--- src/rtl/nibble_shift_sequencer.sv ---
// nibble_shift_sequencer: nibble-serial controller for the approximate
// alphabet-set multiplier. It takes one activation/weight pair per handshake.
// Each weight nibble is mapped to an alphabet {1,3,5,7} and a shift. One
// shift-and-accumulate step per nibble is applied to a 2*WIDTH accumulator.
// Optional build macro ZERO_SKIP_EN: when defined, RUN visits only the
// nonzero nibbles, so latency depends on the weight. The product is the same
// either way.
module nibble_shift_sequencer #(
  parameter int LOG2_WIDTH        = 4,
  parameter int WIDTH             = 2**LOG2_WIDTH,
  parameter int LOG2_NIBBLE_WIDTH = 2,
  parameter int NIBBLE_WIDTH      = 2**LOG2_NIBBLE_WIDTH,
  parameter int NUM_NIBBLES       = WIDTH/NIBBLE_WIDTH
) (
  input  logic                  clk,
  input  logic                  rst,
  input  logic                  in_valid,
  output logic                  in_ready,
  input  logic [WIDTH-1:0]      act,
  input  logic [WIDTH-1:0]      wgt,
  output logic                  out_valid,
  input  logic                  out_ready,
  output logic [2*WIDTH-1:0]    product,
  output logic                  approx,
  output logic                  busy,
  output logic [LOG2_WIDTH-1:0] nib_idx
);

  localparam int AW  = 2*WIDTH;
  localparam int IXW = WIDTH+3;
  localparam int SW  = LOG2_WIDTH+2;

  typedef enum logic [1:0] {IDLE, RUN, DONE} state_t;

  state_t                  state, state_nxt;
  logic [LOG2_WIDTH-1:0]   k, k_nxt;
  logic                    accept;

  logic [WIDTH-1:0]        act_q, wgt_q;
  logic [AW-1:0]           acc;
  logic                    approx_q;

  logic [NIBBLE_WIDTH-1:0] cur_nib;
  logic [5:0]              nib_map;
  logic                    nib_apx;
  logic [2:0]              alpha;
  logic [1:0]              sl;
  logic [IXW-1:0]          ix;
  logic [SW-1:0]           shamt;
  logic [AW-1:0]           addend;

  // Nibble -> {approximated, alpha, shift}. Values 9, 11, 13 and 15 have no
  // exact odd-alpha form and are rounded to the nearest representable value.
  function automatic logic [5:0] map_nibble(input logic [NIBBLE_WIDTH-1:0] v);
    logic [5:0] r;
    case (v)
      4'd0:    r = {1'b0, 3'd0, 2'd0};
      4'd1:    r = {1'b0, 3'd1, 2'd0};
      4'd2:    r = {1'b0, 3'd1, 2'd1};
      4'd3:    r = {1'b0, 3'd3, 2'd0};
      4'd4:    r = {1'b0, 3'd1, 2'd2};
      4'd5:    r = {1'b0, 3'd5, 2'd0};
      4'd6:    r = {1'b0, 3'd3, 2'd1};
      4'd7:    r = {1'b0, 3'd7, 2'd0};
      4'd8:    r = {1'b0, 3'd1, 2'd3};
      4'd9:    r = {1'b1, 3'd1, 2'd3};
      4'd10:   r = {1'b0, 3'd5, 2'd1};
      4'd11:   r = {1'b1, 3'd3, 2'd2};
      4'd12:   r = {1'b0, 3'd3, 2'd2};
      4'd13:   r = {1'b1, 3'd3, 2'd2};
      4'd14:   r = {1'b0, 3'd7, 2'd1};
      default: r = {1'b1, 3'd7, 2'd1};
    endcase
    return r;
  endfunction

`ifdef ZERO_SKIP_EN
  // Lowest nonzero nibble index >= from, with a found flag in the MSB.
  function automatic logic [LOG2_WIDTH:0] find_nz(input logic [WIDTH-1:0] w, input int from);
    logic [LOG2_WIDTH:0] r;
    r = '0;
    for (int i = NUM_NIBBLES-1; i >= 0; i--) begin
      if (i >= from && w[NIBBLE_WIDTH*i +: NIBBLE_WIDTH] != '0)
        r = {1'b1, LOG2_WIDTH'(i)};
    end
    return r;
  endfunction

  logic [LOG2_WIDTH:0] nz_first, nz_next;
  assign nz_first = find_nz(wgt, 0);
  assign nz_next  = find_nz(wgt_q, int'(k) + 1);
`endif

  assign in_ready  = (state == IDLE) && !rst;
  assign accept    = in_valid && in_ready;
  assign out_valid = (state == DONE);
  assign busy      = (state != IDLE);
  assign product   = out_valid ? acc : '0;
  assign approx    = out_valid ? approx_q : 1'b0;
  assign nib_idx   = (state == RUN) ? k : '0;

  // Control state: FSM state and current nibble index
  always_ff @(posedge clk) begin
    if (rst) begin
      state <= IDLE;
      k     <= '0;
    end else begin
      state <= state_nxt;
      k     <= k_nxt;
    end
  end

  // Next-state and nibble-index sequencing
  always_comb begin
    state_nxt = state;
    k_nxt     = k;
    case (state)
      IDLE: begin
        if (accept) begin
          state_nxt = RUN;
`ifdef ZERO_SKIP_EN
          k_nxt = nz_first[LOG2_WIDTH-1:0];
`else
          k_nxt = '0;
`endif
        end
      end
      RUN: begin
`ifdef ZERO_SKIP_EN
        if (nz_next[LOG2_WIDTH]) k_nxt = nz_next[LOG2_WIDTH-1:0];
        else                     state_nxt = DONE;
`else
        if (k == LOG2_WIDTH'(NUM_NIBBLES-1)) state_nxt = DONE;
        else                                 k_nxt = k + 1'b1;
`endif
      end
      DONE: begin
        if (out_ready) state_nxt = IDLE;
      end
      default: state_nxt = IDLE;
    endcase
  end

  // Shift-add step: alpha*act built from shifted copies, then placed at the
  // nibble position plus the alphabet shift
  always_comb begin
    cur_nib = wgt_q[NIBBLE_WIDTH*k +: NIBBLE_WIDTH];
    nib_map = map_nibble(cur_nib);
    nib_apx = nib_map[5];
    alpha   = nib_map[4:2];
    sl      = nib_map[1:0];
    ix      = (alpha[0] ? IXW'(act_q)         : '0)
            + (alpha[1] ? IXW'({act_q, 1'b0}) : '0)
            + (alpha[2] ? IXW'({act_q, 2'b0}) : '0);
    shamt   = (SW'(k) << LOG2_NIBBLE_WIDTH) + SW'(sl);
    addend  = AW'(ix) << shamt;
  end

  // Operand latch and accumulator; data is cleared on accept, not by reset
  always_ff @(posedge clk) begin
    if (accept) begin
      act_q    <= act;
      wgt_q    <= wgt;
      acc      <= '0;
      approx_q <= 1'b0;
    end else if (state == RUN) begin
      acc      <= acc + addend;
      approx_q <= approx_q | nib_apx;
    end
  end

endmodule

--- config.mk ---
export PLATFORM = sky130hd
export DESIGN_NAME = nibble_shift_sequencer
export DESIGN_NICKNAME = d
export VERILOG_FILES = /design/src/rtl/nibble_shift_sequencer.sv
export SDC_FILE = /design/constraint.sdc
export NUM_CORES = 1
export LEC_CHECK = 0
export ABC_AREA = 1
export BUFFER_PORTS_ARGS = -buffer_cell sky130_fd_sc_hd__buf_2
export CORE_ASPECT_RATIO = 0.6
export CORE_MARGIN = 4
export CORE_UTILIZATION = 40
export DETAILED_ROUTE_END_ITERATION = 12
export PLACE_DENSITY = 0.55
export REMOVE_ABC_BUFFERS = 1
export SLEW_MARGIN = 20
export SYNTH_ARGS = -nofsm -noshare
export SYNTH_HDL_FRONTEND = slang
export SYNTH_SLANG_ARGS = --single-unit
--- constraint.sdc ---
create_clock -name clk -period 9.5 [get_ports clk]
set_input_delay 0.95 -clock clk [delete_from_list [all_inputs] [get_ports clk]]
set_output_delay 0.95 -clock clk [all_outputs]
set_load 0.02 [all_outputs]
==> summary.md, run 1 <==
| Metric | Value |
|---|---|
| Syn Inst Count | ~1.1k |
| Main area contributors after synthesis | nand2_1 15%, edfxtp_1 13%, dfxtp_1 10%, inv_1 9.3%, ha_1 8.3% |
| Finished Cell Area | 8360 um2 |
| Synth Area in Simple Gates | a little under a third |
| WP data required | 9.76 ns |
| # nets final | 1300 |
| Yosys cell types | 50 |
| Worst Skew | 0.00983 ns |
| Compound-cell area share of the yosys netlist | between 10% and 20% |
| Starting Density | 41.3% |
| Synth Area in XOR/XNOR | 3.48% |
| Synthesis Warnings | 0 |
| Largest family of logic cells by synthesized area | simple AND/OR/NAND/NOR gates |
| Post-DP Area | 8060 um2 |
| Final WL | about 21000 um |
| Setup crit end kind | flop |
| Share of cells above drive strength 1 | 13.7% |
| Post-CTS Setup Bufs | 0 |
| # setup viols final | 0 |
| Largest stage delay, worst path | 0.89 ns |
| Multi-input logic area | 4860 um2 |
| CTS clock-pin slew for the worst setup and hold paths | ~0.070 ns |
| All-Layer GR Usage | 20.2% |
| DRT iter0 DRCs | between 600 and 700 |
| Sink Count | 71 |
| Syn_area_per_cell | 6.61 um2 |
| CP most frequent cell | nand2_1 |
| DIE WIDTH | 185 um |
| Crit Path Max Fanout | 48 |
| Placer congestion estimate | ~0.91 |
| PwrDens | 306 nW/um2 |
| Vias in the first global route | 6455 |
| Max Freq | 0.120 GHz |
| Num rows | 38 |
| Post-route setup TNS | 0 ns |
| Fin worst setup slack | around 1.2 ns |
| Max Cap Violations | 0 |
| Synth Area in Adders | 12.5% |
| FILL cells | ~2k |
| Die ar. | 21200 um2 |
| Largest net degree at the start of global routing | 50 |
| Initial antenna violation count | 0 |
| Worst path bufs/invs | 5 |
| Deepest clock path buffer count | 2 |
| CTS Buf Count | 9 |
| Mapped Area | 7550 um2 |
| Relative slew slack | 33.2% |
| Area delta synth->final | 10.6% |
| Clk_lat worst skew | between 0.3 and 0.4 ns |
| Critical R2R Launch | k[0] |
| HP Start | approx_q |
| Post-route ant nets | 0 |
| Post_cts resized | 0 |
| Vias | between 7k and 8k |
| Root Buffer | clkbuf_16 |
| Detailed-placement wirelength estimate | 16800 um |
| Status | finished clean |
| CP max stage cell | dfxtp_1 |
| Cts hold-fix bufs | 0 |
| IO buf count | 75 |
| Area share of the largest cell type after synthesis | 14.7% |
| DP Worst Slack | 1.42 ns |
| N_diodes | 0 |
| Die boundary height | 114 um |
| Sequential fraction of the synthesis area | 23.1% |
| Critical Path AT | 8.60 ns |
| Class of the most critical setup path | flop to flop |
| H-tree depth | 3 |
| Core Region | 18300 um2 |
| Setup crit start kind | flop |
| Biggest area consumer among synthesized cells | nand2_1 |
| Static Leak | between 0.004 and 0.005 uW |
| Mux cell area share after synthesis | 0.398% |
| Via density per instance | 4.99 |
| Worst-Margin Slew | 1.00 ns |
| Register Area | 1740 um2 |
| Final min period | 8.34 ns |
| Grt ovf | 0 |
| DR DRC count | 0 |
| Period utilization | 87.8% |
| Commonest non-fill, non-tap cells in the layout | 295 x nand2_1, 187 x inv_1, 104 x nor2_1, 75 x buf_2, 65 x nand3_1 |
| Post-DR wirelength/cell | 14.5 um |
| Delay-heaviest family, CP | simple AND/OR/NAND/NOR gates |
| CTS tree | yes |
| Slew Viols, Final | 0 |
| Commonest non-fill, non-tap cell in the layout | nand2_1 |
| IO Pins | 76 |
| Maximum VDD drop | approximately 0.00014 V |
| Synth Register Bits | 71 |
| Final hold vios | 0 |
| Final core utilization | 45.6% |
| CP startpoint | k[0] |
| Router iterations before antenna repair | 5 |
| RSZ-0062 raised after global routing | false |
| First-pass GRT wire length | 34300 um |
| Hold crit path type | flop to flop |
[state kept, by name, summed over array words and instances (netlist names)]
signal and cells:
approx_q 1, acc 32, wgt_q 16, k 4, state 2, act_q 16
[where the power goes]
part / internal (uW) / leakage [uW] / switching, uW
registers: 380 / 0.000622 / 50.1
clock network: 187 / 0.000148 / 161
logic: 614 / 0.00370 / 1170
[metal layers]
metal | up-vias | track usage [%] | wire length [um]
met1 | 3172 | 35.1 | 12500
met3 | 18 | 4.10 | 1370
met5 | - | 0 | 0
met2 | 200 | 24.1 | 6850
li1 | 3805 | - | -
met4 | 0 | 3.96 | 203
[kinds of logic (layout without fill, tap and decap cells)]
group,Yosys count,count (layout)
multiplexers,3,3
buffers and inverters,232,292
XOR/XNOR,30,30
adder cells (fa/ha/maj),66,66
AO/OA/AOI/OAI,204,204
flip-flops,71,71
AND/OR/NAND/NOR,537,537
[area by class of cell]
type | instances | share of cell area [%]
clock buffer | 9 | 2.70
clock inverter | 7 | 0.854
inverter | 195 | 8.76
multi-input combinational | 840 | 58.2
sequential | 71 | 20.8
tap | 240 | 3.59
timing repair buffer | 81 | 5.03
[worst paths after layout]
path         endpoint  slack [ns]  cells past startpoint
min          approx_q        0.50                      2
max reg2reg   acc[27]        1.16                     39
max           acc[27]        1.16                     39
min reg2reg  approx_q        0.50                      2
[Yosys cell counts, drive strengths merged]
cell type	instances
a31oi	7
a21o	4
ha	50
nor4	3
a221oi	1
buf	17
fa	16
mux2i	3
o31ai	2
a21boi	3
o22ai	3
o21a	5
dfxtp	39
nor2	113
clkbuf	20
nand2	310
a211oi	3
o211ai	24
xnor2	13
clkinv	1
o21bai	5
and2	2
edfxtp	32
or2	3
nand3	86
nor3	13
nand3b	1
o221ai	2
o21ai	82
xor2	17
inv	194
a21oi	62
nand4	6
o32ai	1
[metrics by stage]
step / instances / power, uW / hold slack (ns)
after detailed placement: 1427 / 2170 / 0.473
final: 1443 / 2560 / 0.495
after floorplan: 1106 / 1770 / 0.437
after global routing: 1443 / 2810 / 0.528
after CTS: 1443 / 2540 / 0.499
after global placement: 1427 / 2180 / 0.457
[tightest hold or removal path, stage by stage (launching register included)]
cell,delay (ns)
dfxtp_1,0.34
a31oi_1,0.05
nor2_1,0.08
No activity file was read; power rests on OpenSTA's default activity.
==> run 2: changes to the inputs <==
--- a/config.mk
+++ b/config.mk
@@ -7,11 +7,11 @@
 export LEC_CHECK = 0
 export ABC_AREA = 1
 export BUFFER_PORTS_ARGS = -buffer_cell sky130_fd_sc_hd__buf_2
-export CORE_ASPECT_RATIO = 0.6
+export CORE_ASPECT_RATIO = 0.5
 export CORE_MARGIN = 4
 export CORE_UTILIZATION = 40
 export DETAILED_ROUTE_END_ITERATION = 12
-export PLACE_DENSITY = 0.55
+export PLACE_DENSITY_LB_ADDON = 0.3
 export REMOVE_ABC_BUFFERS = 1
 export SLEW_MARGIN = 20
 export SYNTH_ARGS = -nofsm -noshare
==> constraint.sdc (replaced) <==
create_clock -name clk -period 7.9 [get_ports clk]
set_input_delay 0.79 -clock clk [delete_from_list [all_inputs] [get_ports clk]]
set_output_delay 0.79 -clock clk [all_outputs]
set_load 0.02 [all_outputs]
==> summary.md, run 2 (same netlist as run 1, synthesis figures left out) <==
| Metric | Value |
|---|---|
| Max Cap Violations | 0 |
| IO buf count | 75 |
| Static Leak | between 0.004 and 0.005 uW |
| Final core utilization | 45.8% |
| Period utilization | 88.6% |
| N_diodes | 0 |
| Clk_lat worst skew | 0.35 ns |
| Root Buffer | clkbuf_16 |
| Max reg flops | 32 |
| Core Region | 18500 um2 |
| RR Endpoint | acc[29] |
| DIE WIDTH | slightly above 200 um |
| Largest net degree at the start of global routing | 50 |
| Post-route setup TNS | 0 ns |
| Slew Viols, Final | 0 |
| Combinational share of power | 67.7% |
| HP Start | approx_q |
| Largest stage delay, worst path | 0.64 ns |
| Placer congestion estimate | 0.971 |
| Sw power | 1600 uW |
| DRT iter0 DRCs | around 460 |
| Class of the most critical setup path | flop to flop |
| Vias | 7520 |
| R2R cell count | 43 |
| Router iterations before antenna repair | 7 |
| Post-route ant nets | 0 |
| Deepest clock path buffer count | 2 |
| WL met1 | 9810 um |
| Detailed-placement wirelength estimate | 15900 um |
| IO Pins | 76 |
| Grt ovf | 0 |
| Die boundary height | 105 um |
| Critical Path AT | 7.23 ns |
| Worst Skew | 0.0115 ns |
| Met3 wire len | roughly 1200 um |
| Critical R2R Launch | k[2] |
| Part of the power in the clock network | around 16% |
| Top Registers | acc: 32 flops, act_q: 16 flops, wgt_q: 16 flops |
| Final min period | roughly 7.0 ns |
| Final hold vios | 0 |
| DR DRC count | 0 |
| Commonest non-fill, non-tap cell in the layout | nand2_1 |
| CTS tree | yes |
| Share of cells above drive strength 1 | between 10 and 15% |
| Status | finished clean |
| Hold crit path type | flop to flop |
| Area delta synth->final | 12.1% |
| # setup viols final | 0 |
| Relative slew slack | ~37% |
| Met2 wire length | roughly 8900 um |
| Post-DR wirelength/cell | 13.9 um |
| Initial antenna violation count | 0 |
| All-Layer GR Usage | 18.9% |
| Die ar. | approximately 21000 um2 |
| # nets final | 1305 |
| Maximum VDD drop | between 0.00015 and 0.0002 V |
| Num rows | 35 |
| WP data required | 8.13 ns |
| H-tree depth | 3 |
| RSZ-0062 raised after global routing | false |
| Sw Ratio | just over 50% |
| CTS clock-pin slew for the worst setup and hold paths | 0.06 ns |
| Via density per instance | 5.13 |
| Setup crit end kind | flop |
| PwrDens | around 370 nW/um2 |
| Cell-internal power | roughly 1500 uW |
| Setup crit start kind | flop |
| Commonest non-fill, non-tap cells in the layout | 295 x nand2_1, 187 x inv_1, 104 x nor2_1, 75 x buf_2, 65 x nand3_1 |
| R2R Setup Slk | 0.90 ns |
| Top sig layer | met4 |
| Max Freq | 0.143 GHz |
| Sequential fraction of design power | 16.6% |
| Hold depth | 2 |
| Hold Path Sink | approx_q |
| Sink Count | 71 |
| First-pass GRT wire length | 33900 um |
| CP most frequent cell | nand2_1 |
| Worst-Margin Slew | approximately 0.94 ns |
| Starting Density | 40.9% |
| CP max stage cell | dfxtp_1 |
| Reg with most FFs | acc |
| Vias in the first global route | 7097 |
| CTS Buf Count | 9 |
| Crit Path Max Fanout | 17 |
| Final WL | 20400 um |
==> run 2: cell count changes in the layout (fill, tap and decap cells not counted), sizes merged <==
cell	before	now
inv	200	195
bufinv	0	3
buf	81	86
clkinvlp	0	2
==> run 2: cell type report <==
cell class	count	area, um2
Inverter	195	732
Sequential cell	71	1750
Clock inverter	7	120
Timing Repair Buffer	86	458
Clock buffer	9	225
Tap cell	259	324
Fill cell	1958	10000
Multi-Input combinational cell	840	4860
==> run 2: repair_timing <==
action,CTS,global route
buffers inserted,0,2
endpoints found under the setup margin,0,8
resized for setup,0,2
hold buffers,0,0
==> run 2: power groups by stage <==
stage / Combinational [uW] / Clock [uW] / Sequential, uW
finish: 2110 / 489 / 516
global route: 2370 / 515 / 522
CTS: 2080 / 498 / 515
detailed placement: 2060 / 0 / 523
global placement: 2020 / 0 / 520
floorplan: 1620 / 0 / 502
==> run 2: worst max path at each step <==
| stage | start | endpoint |
|---|---|---|
| after CTS | k[0] | acc[29] |
| after detailed placement | k[0] | acc[29] |
| after floorplan | k[1] | acc[29] |
| after global routing | k[0] | acc[29] |
| final | k[2] | acc[29] |
| after global placement | k[0] | acc[29] |
==> run 2: metrics by stage <==
stage,cells,setup WS (ns),area [um2],hold WS [ns],power (uW)
2_1_floorplan,1106,1.34,7340,0.437,2130
3_3_place_gp,1449,0.855,8110,0.474,2540
3_5_place_dp,1449,0.613,8110,0.507,2580
4_1_cts,1465,0.515,8450,0.521,3090
5_1_grt,1467,0.175,8470,0.544,3410
6_report,1467,0.902,8470,0.515,3110
==> run 2: worst max-delay path: cells and delay by family (launching register included) <==
kind | cells | cell delay [ns]
simple gates | 26 | 2.89
fa+ha+maj | 4 | 1.44
compound gates | 7 | 0.95
buf+inv | 6 | 0.93
flops | 1 | 0.64
==> run 2: metal layers <==
metal / vias to the layer above / GRT usage (%)
li1: 3803 / -
met1: 3437 / 26.0
met2: 244 / 30.5
met3: 36 / 3.44
met4: 0 / 5.28
met5: - / 0
